### config.mk
export PLATFORM = sky130hd
export DESIGN_NAME = net_resolver
export DESIGN_NICKNAME = d
export VERILOG_FILES = /design/src/rtl/net_res_pkg.sv /design/src/rtl/net_res_fn.sv /design/src/rtl/net_resolver.sv
export SDC_FILE = /design/constraint.sdc
export NUM_CORES = 1
export LEC_CHECK = 0
export CAP_MARGIN = 15
export CORE_MARGIN = 8
export CORE_UTILIZATION = 35
export DETAILED_ROUTE_END_ITERATION = 8
export PLACE_DENSITY = 0.58
export SETUP_SLACK_MARGIN = 0.4
export SYNTH_ARGS = -nofsm -noshare
export SYNTH_HDL_FRONTEND = slang
export SYNTH_SLANG_ARGS = --single-unit
### constraint.sdc
create_clock -name clk -period 6.8 [get_ports clk]
set_input_delay 1.7 -clock clk [delete_from_list [all_inputs] [get_ports clk]]
set_output_delay 1.7 -clock clk [all_outputs]
set_load 0.005 [all_outputs]
### src/rtl/net_res_pkg.sv
// Shared encodings for the net resolver: 4-state value codes, net kinds, FSM states.
package net_res_pkg;

  localparam logic [1:0] L4_0 = 2'b00;
  localparam logic [1:0] L4_1 = 2'b01;
  localparam logic [1:0] L4_Z = 2'b10;
  localparam logic [1:0] L4_X = 2'b11;

  typedef enum logic [1:0] {
    NK_WIRE = 2'd0,
    NK_WAND = 2'd1,
    NK_WOR  = 2'd2
  } net_kind_t;

  typedef enum logic [1:0] {
    IDLE     = 2'd0,
    DRIVEN   = 2'd1,
    CONFLICT = 2'd2
  } state_t;

endpackage

### src/rtl/net_res_fn.sv
// Combinational resolution of N_DRV 4-state drivers into a single net value.
module net_res_fn
  import net_res_pkg::*;
#(
  parameter int        N_DRV    = 4,
  parameter net_kind_t NET_KIND = NK_WIRE
) (
  input  logic [2*N_DRV-1:0] drv_val,
  output logic [1:0]         res_val,
  output logic               raw_conflict,
  output logic               any_active
);

  logic has0, has1, hasx;

  // Summarise which values appear on the drivers, then apply the net kind's priority.
  always_comb begin
    has0 = 1'b0;
    has1 = 1'b0;
    hasx = 1'b0;
    for (int i = 0; i < N_DRV; i++) begin
      case (drv_val[2*i +: 2])
        L4_0:    has0 = 1'b1;
        L4_1:    has1 = 1'b1;
        L4_X:    hasx = 1'b1;
        default: ;
      endcase
    end
    any_active   = has0 | has1 | hasx;
    // Conflict is kind-independent: wand/wor still flag a 0/1 fight.
    raw_conflict = hasx | (has0 & has1);
    res_val      = L4_Z;
    case (NET_KIND)
      NK_WAND: begin
        if (has0)      res_val = L4_0;
        else if (hasx) res_val = L4_X;
        else if (has1) res_val = L4_1;
      end
      NK_WOR: begin
        if (has1)      res_val = L4_1;
        else if (hasx) res_val = L4_X;
        else if (has0) res_val = L4_0;
      end
      default: begin
        if (raw_conflict) res_val = L4_X;
        else if (has1)    res_val = L4_1;
        else if (has0)    res_val = L4_0;
      end
    endcase
  end

endmodule

### src/rtl/net_resolver.sv
// Registered net resolver with glitch-filtered conflict detection and event counting.
//
//   state    | meaning
//   ---------+--------------------------------------------------------
//   IDLE     | every driver is z (or conflict not yet confirmed, all z)
//   DRIVEN   | at least one driver active, no confirmed conflict
//   CONFLICT | raw conflict persisted for GLITCH consecutive cycles
module net_resolver
  import net_res_pkg::*;
#(
  parameter int        N_DRV    = 4,
  parameter net_kind_t NET_KIND = NK_WIRE,
  parameter int        KEEPER   = 1,
  parameter int        GLITCH   = 2
) (
  input  logic               clk,
  input  logic               rst,
  input  logic [2*N_DRV-1:0] drv_val,
  input  logic               clr_cnt,
  output logic [1:0]         net_val,
  output logic [1:0]         net_state,
  output logic [15:0]        conflict_cnt,
  output logic               conflict_sticky
);

  localparam logic [3:0] GLITCH_L = 4'(GLITCH);

  logic [1:0]  res_val;
  logic        raw_conflict;
  logic        any_active;
  state_t      state_q, state_d;
  logic [3:0]  run_q, run_d;
  logic        entry;
  logic [1:0]  net_q;
  logic [15:0] cnt_q;
  logic        sticky_q;

  net_res_fn #(
    .N_DRV   (N_DRV),
    .NET_KIND(NET_KIND)
  ) u_fn (
    .drv_val     (drv_val),
    .res_val     (res_val),
    .raw_conflict(raw_conflict),
    .any_active  (any_active)
  );

  // Consecutive-conflict run length, saturating at GLITCH.
  always_comb begin
    run_d = 4'd0;
    if (raw_conflict) run_d = (run_q == GLITCH_L) ? run_q : run_q + 4'd1;
  end

  // Next state: confirmed conflict wins, otherwise follow driver activity.
  always_comb begin
    state_d = any_active ? DRIVEN : IDLE;
    if (run_d == GLITCH_L) state_d = CONFLICT;
    entry = (state_d == CONFLICT) && (state_q != CONFLICT);
  end

  // State, run counter and resolved net register.
  always_ff @(posedge clk) begin
    if (rst) begin
      state_q <= IDLE;
      run_q   <= 4'd0;
      net_q   <= L4_Z;
    end else begin
      state_q <= state_d;
      run_q   <= run_d;
      if (!((KEEPER != 0) && (res_val == L4_Z))) net_q <= res_val;
    end
  end

  // Conflict entry counter and sticky flag; an entry on the clearing edge still counts.
  always_ff @(posedge clk) begin
    if (rst) begin
      cnt_q    <= 16'd0;
      sticky_q <= 1'b0;
    end else if (clr_cnt) begin
      cnt_q    <= entry ? 16'd1 : 16'd0;
      sticky_q <= entry;
    end else begin
      if (entry && (cnt_q != 16'hFFFF)) cnt_q <= cnt_q + 16'd1;
      sticky_q <= sticky_q | entry;
    end
  end

  assign net_val         = net_q;
  assign net_state       = state_q;
  assign conflict_cnt    = cnt_q;
  assign conflict_sticky = sticky_q;

endmodule

==> impl_metrics.py <==
metrics = {
    "route": {
        "ant_nets": 0,
        "dr.pass1.iters": 6,
        "post_drt_wl_per_cell_um": 13.87,
        "num_vias": 1219,
        "drc": 0,
        "wirelength_mm": 3.205,
        "drt_iter0_drc": 39,
        "viasPerCell": 5.277,
    },
    "job": {
        "cap_violations": 0,
    },
    "synth": {
        "postSynthCellCount": 153,
        "syn_area_um2": 1255,
        "avgSynthCellArea_um2": 8.202,
        "synth_mux_area_frac": 0.01595,
        "yosys_warnings": 0,
        "synth_top_family_by_area": "simple AND/OR/NAND/NOR gates",
        "synth_xor_area_frac": 0.03490,
        "ys_types": 38,
        "synth_simple_gate_area_share": 0.3011,
        "ys_seq_area_frac": 0.3988,
        "synthAdderAreaFrac": 0.02991,
        "syn-num-nets": 167,
        "synth_seq_cells": 25,
        "synth_compound_area_frac": 0.1834,
    },
    "timing": {
        "rsz0062_at_grt": "no",
        "slew_headroom": 0.1845,
        "hold_slack_ns": 0.4877,
        "timing.fmax_mhz": 270.2,
        "finalHoldViolations": 0,
        "fin_crit_sh": 0.5443,
        "finalSetupTns_ns": 0,
        "post-route-min-period_ns": 3.701,
        "slew_violations": 0,
        "worstMarginPinSlew_ns": 1.212,
        "setup_viol": 0,
        "fin_skew_ns": 0.001428,
    },
    "critical_path": {
        "required_ns": 7.07,
        "criticalPathCategory": "in -> reg",
        "startpoint_type": "primary input",
        "critPathArrivalTime_ns": 3.97,
        "rr_worst_depth": 8,
        "crit_chain": "clkdlybuf4s50_1 > nor2b_1 > a2111oi_0 > o21a_1 > nor3_1 > a31o_2 > a21oi_1",
        "cp_slowest_cell": "a2111oi_0",
        "endpoint_kind": "register",
        "r2r_end": "conflict_cnt[11]",
        "reg2reg_slack_ns": 4.02,
        "critPathMaxStageDelay_ns": 0.61,
        "reg2reg_from": "run_q[0]",
        "worstPathMaxFanout": 11,
    },
    "run_status": {
        "status": "completed",
    },
    "min_path": {
        "hold_class": "reg -> reg",
        "hold_end": "net_val[1]",
        "hold_start": "net_val[1]",
        "hold_path_depth": 2,
    },
    "floorplanning": {
        "coreArea_um2": 3390,
        "die-area_um2": 5758,
        "die_w_um": 75.88,
        "start_util": 0.3702,
        "rows": 21,
        "die_h_um": 75.88,
        "ioPinCount": 32,
    },
    "final_layout": {
        "final_cell_mix": "clkdlybuf4s50_1, dfxtp_1, nor2_1",
        "final_common_cell": "clkdlybuf4s50_1",
        "fin_nets": 200,
        "final_cell_area_um2": 1638,
        "stdcell_count": 231,
        "drive_gt1_frac": 0.05946,
        "n_antenna_cell": 0,
        "area_growth_pct": 30.51,
    },
    "placed_design": {
        "hpwl_mm": 2.565,
        "dp_cells": 227,
        "io_buffers": 31,
        "placed_area_um2": 1612,
        "gp_congestion": 0.8672,
    },
    "clocking": {
        "cts_tree": "yes",
        "clk_pin_slew_ns": 0.14,
        "cts_resized": 0,
        "cts_buffers": 3,
        "clock_path_buffers": 2,
        "cts_max_level": 1,
        "hold_buffers": 0,
        "clkLatencyLatePin_ns": 0.32,
        "cts_root_buf": "clkbuf_4",
        "cts_sinks": 25,
        "post-cts-setup-buffers": 0,
    },
    "global_routing": {
        "gr-total-overflow": 0,
        "grt_max_degree": 14,
        "track_usage": 0.1172,
        "grt_pass1_vias": 1213,
        "grt_pass1_wl_mm": 5.264,
        "antenna_found_initial": 0,
    },
    "pwr": {
        "peakVddDrop_mv": 0.08343,
        "power_density_nw_per_um2": 172.7,
        "p_leak_uw": 0.0005333,
    },
}
## sequential cells by signal, summed over array words and instances (netlist names)
signal and count:
conflict_sticky 1, run_q 4, conflict_cnt 16, net_val 2
net_state 2
## power breakdown
part | internal [µW] | switching, µW
sequential | 153 | 5.70
clock | 23.0 | 45.9
combinational | 27.4 | 28.2
## cells by family (layout without fill, tap and decap cells)
logic type | count (synthesis) | after routing
AND/OR/NAND/NOR | 71 | 71
AO/OA/AOI/OAI | 35 | 35
flip-flops | 25 | 25
buffers and inverters | 12 | 44
XOR/XNOR | 5 | 5
adder cells (fa/ha/maj) | 3 | 3
multiplexers | 2 | 2
## metal layers
metal / global-route usage / wire length (µm) / part of all wire
met5: 0 / 0 / 0
met4: 0.04904 / 69 / 0.022
met3: 0.03816 / 155 / 0.048
met2: 0.2063 / 1570 / 0.49
met1: 0.1247 / 1409 / 0.44
## how the worst max path moves through the flow
stage,start,endpoint,slack (ns)
2_1_floorplan,drv_val[4],conflict_cnt[6],3.37
3_3_place_gp,drv_val[4],conflict_cnt[6],2.81
3_5_place_dp,drv_val[4],conflict_cnt[6],2.76
4_1_cts,drv_val[4],conflict_cnt[6],3.10
5_1_grt,drv_val[4],conflict_cnt[6],2.92
6_report,drv_val[4],conflict_cnt[6],3.10
## Yosys cell counts
master | instances | area share
dfxtp_1 | 25 | 0.40
nor2_1 | 18 | 0.054
a21oi_1 | 10 | 0.040
nand2_1 | 10 | 0.030
nand3_1 | 9 | 0.036
inv_1 | 8 | 0.024
o21ai_0 | 6 | 0.024
nor4_1 | 5 | 0.025
xnor2_1 | 5 | 0.035
nand4_1 | 4 | 0.020
nor2b_1 | 4 | 0.020
nor3_1 | 4 | 0.016
or3_1 | 4 | 0.020
clkbuf_1 | 3 | 0.0090
ha_1 | 3 | 0.030
o22ai_1 | 3 | 0.015
a211oi_1 | 2 | 0.012
a21o_1 | 2 | 0.012
a31o_2 | 2 | 0.014
a31oi_1 | 2 | 0.010
and2_1 | 2 | 0.010
mux2i_1 | 2 | 0.016
nand3b_1 | 2 | 0.012
nor4b_1 | 2 | 0.014
or2_2 | 2 | 0.010
or4_4 | 2 | 0.018
a2111oi_0 | 1 | 0.0070
a211o_1 | 1 | 0.0070
a211o_2 | 1 | 0.0080
a221oi_1 | 1 | 0.0070
a22o_1 | 1 | 0.0070
a41o_1 | 1 | 0.0080
a41oi_1 | 1 | 0.0070
and2b_1 | 1 | 0.0060
and3_1 | 1 | 0.0050
inv_2 | 1 | 0.0030
o21a_1 | 1 | 0.0060
or4_1 | 1 | 0.0060
## per-stage QoR
| stage | utilization | worst slack (ns) | power (µW) |
|---|---|---|---|
| after floorplan | - | 3.373 | 194.2 |
| after global routing | 0.4832 | 2.917 | 296.9 |
| after global placement | 0.4755 | 2.814 | 215.6 |
| final | 0.4832 | 3.099 | 282.9 |
| after CTS | 0.4832 | 3.103 | 284.8 |
| after detailed placement | 0.4755 | 2.764 | 217.8 |
## area by class of cell
class | count | area, µm²
clock buffer | 4 | 26.28
tap | 46 | 57.56
inverter | 9 | 33.78
timing repair buffer | 31 | 310.3
fill | 334 | 1752
multi-input combinational | 116 | 709.4
sequential | 25 | 500.5
## critical path: cells and delay by family
kind | cells | cell delay [ns]
compound gates | 4 | 1.49
simple gates | 2 | 0.34
buf+inv | 1 | 0.44
Note: power is estimated with default switching activity, not from simulation.
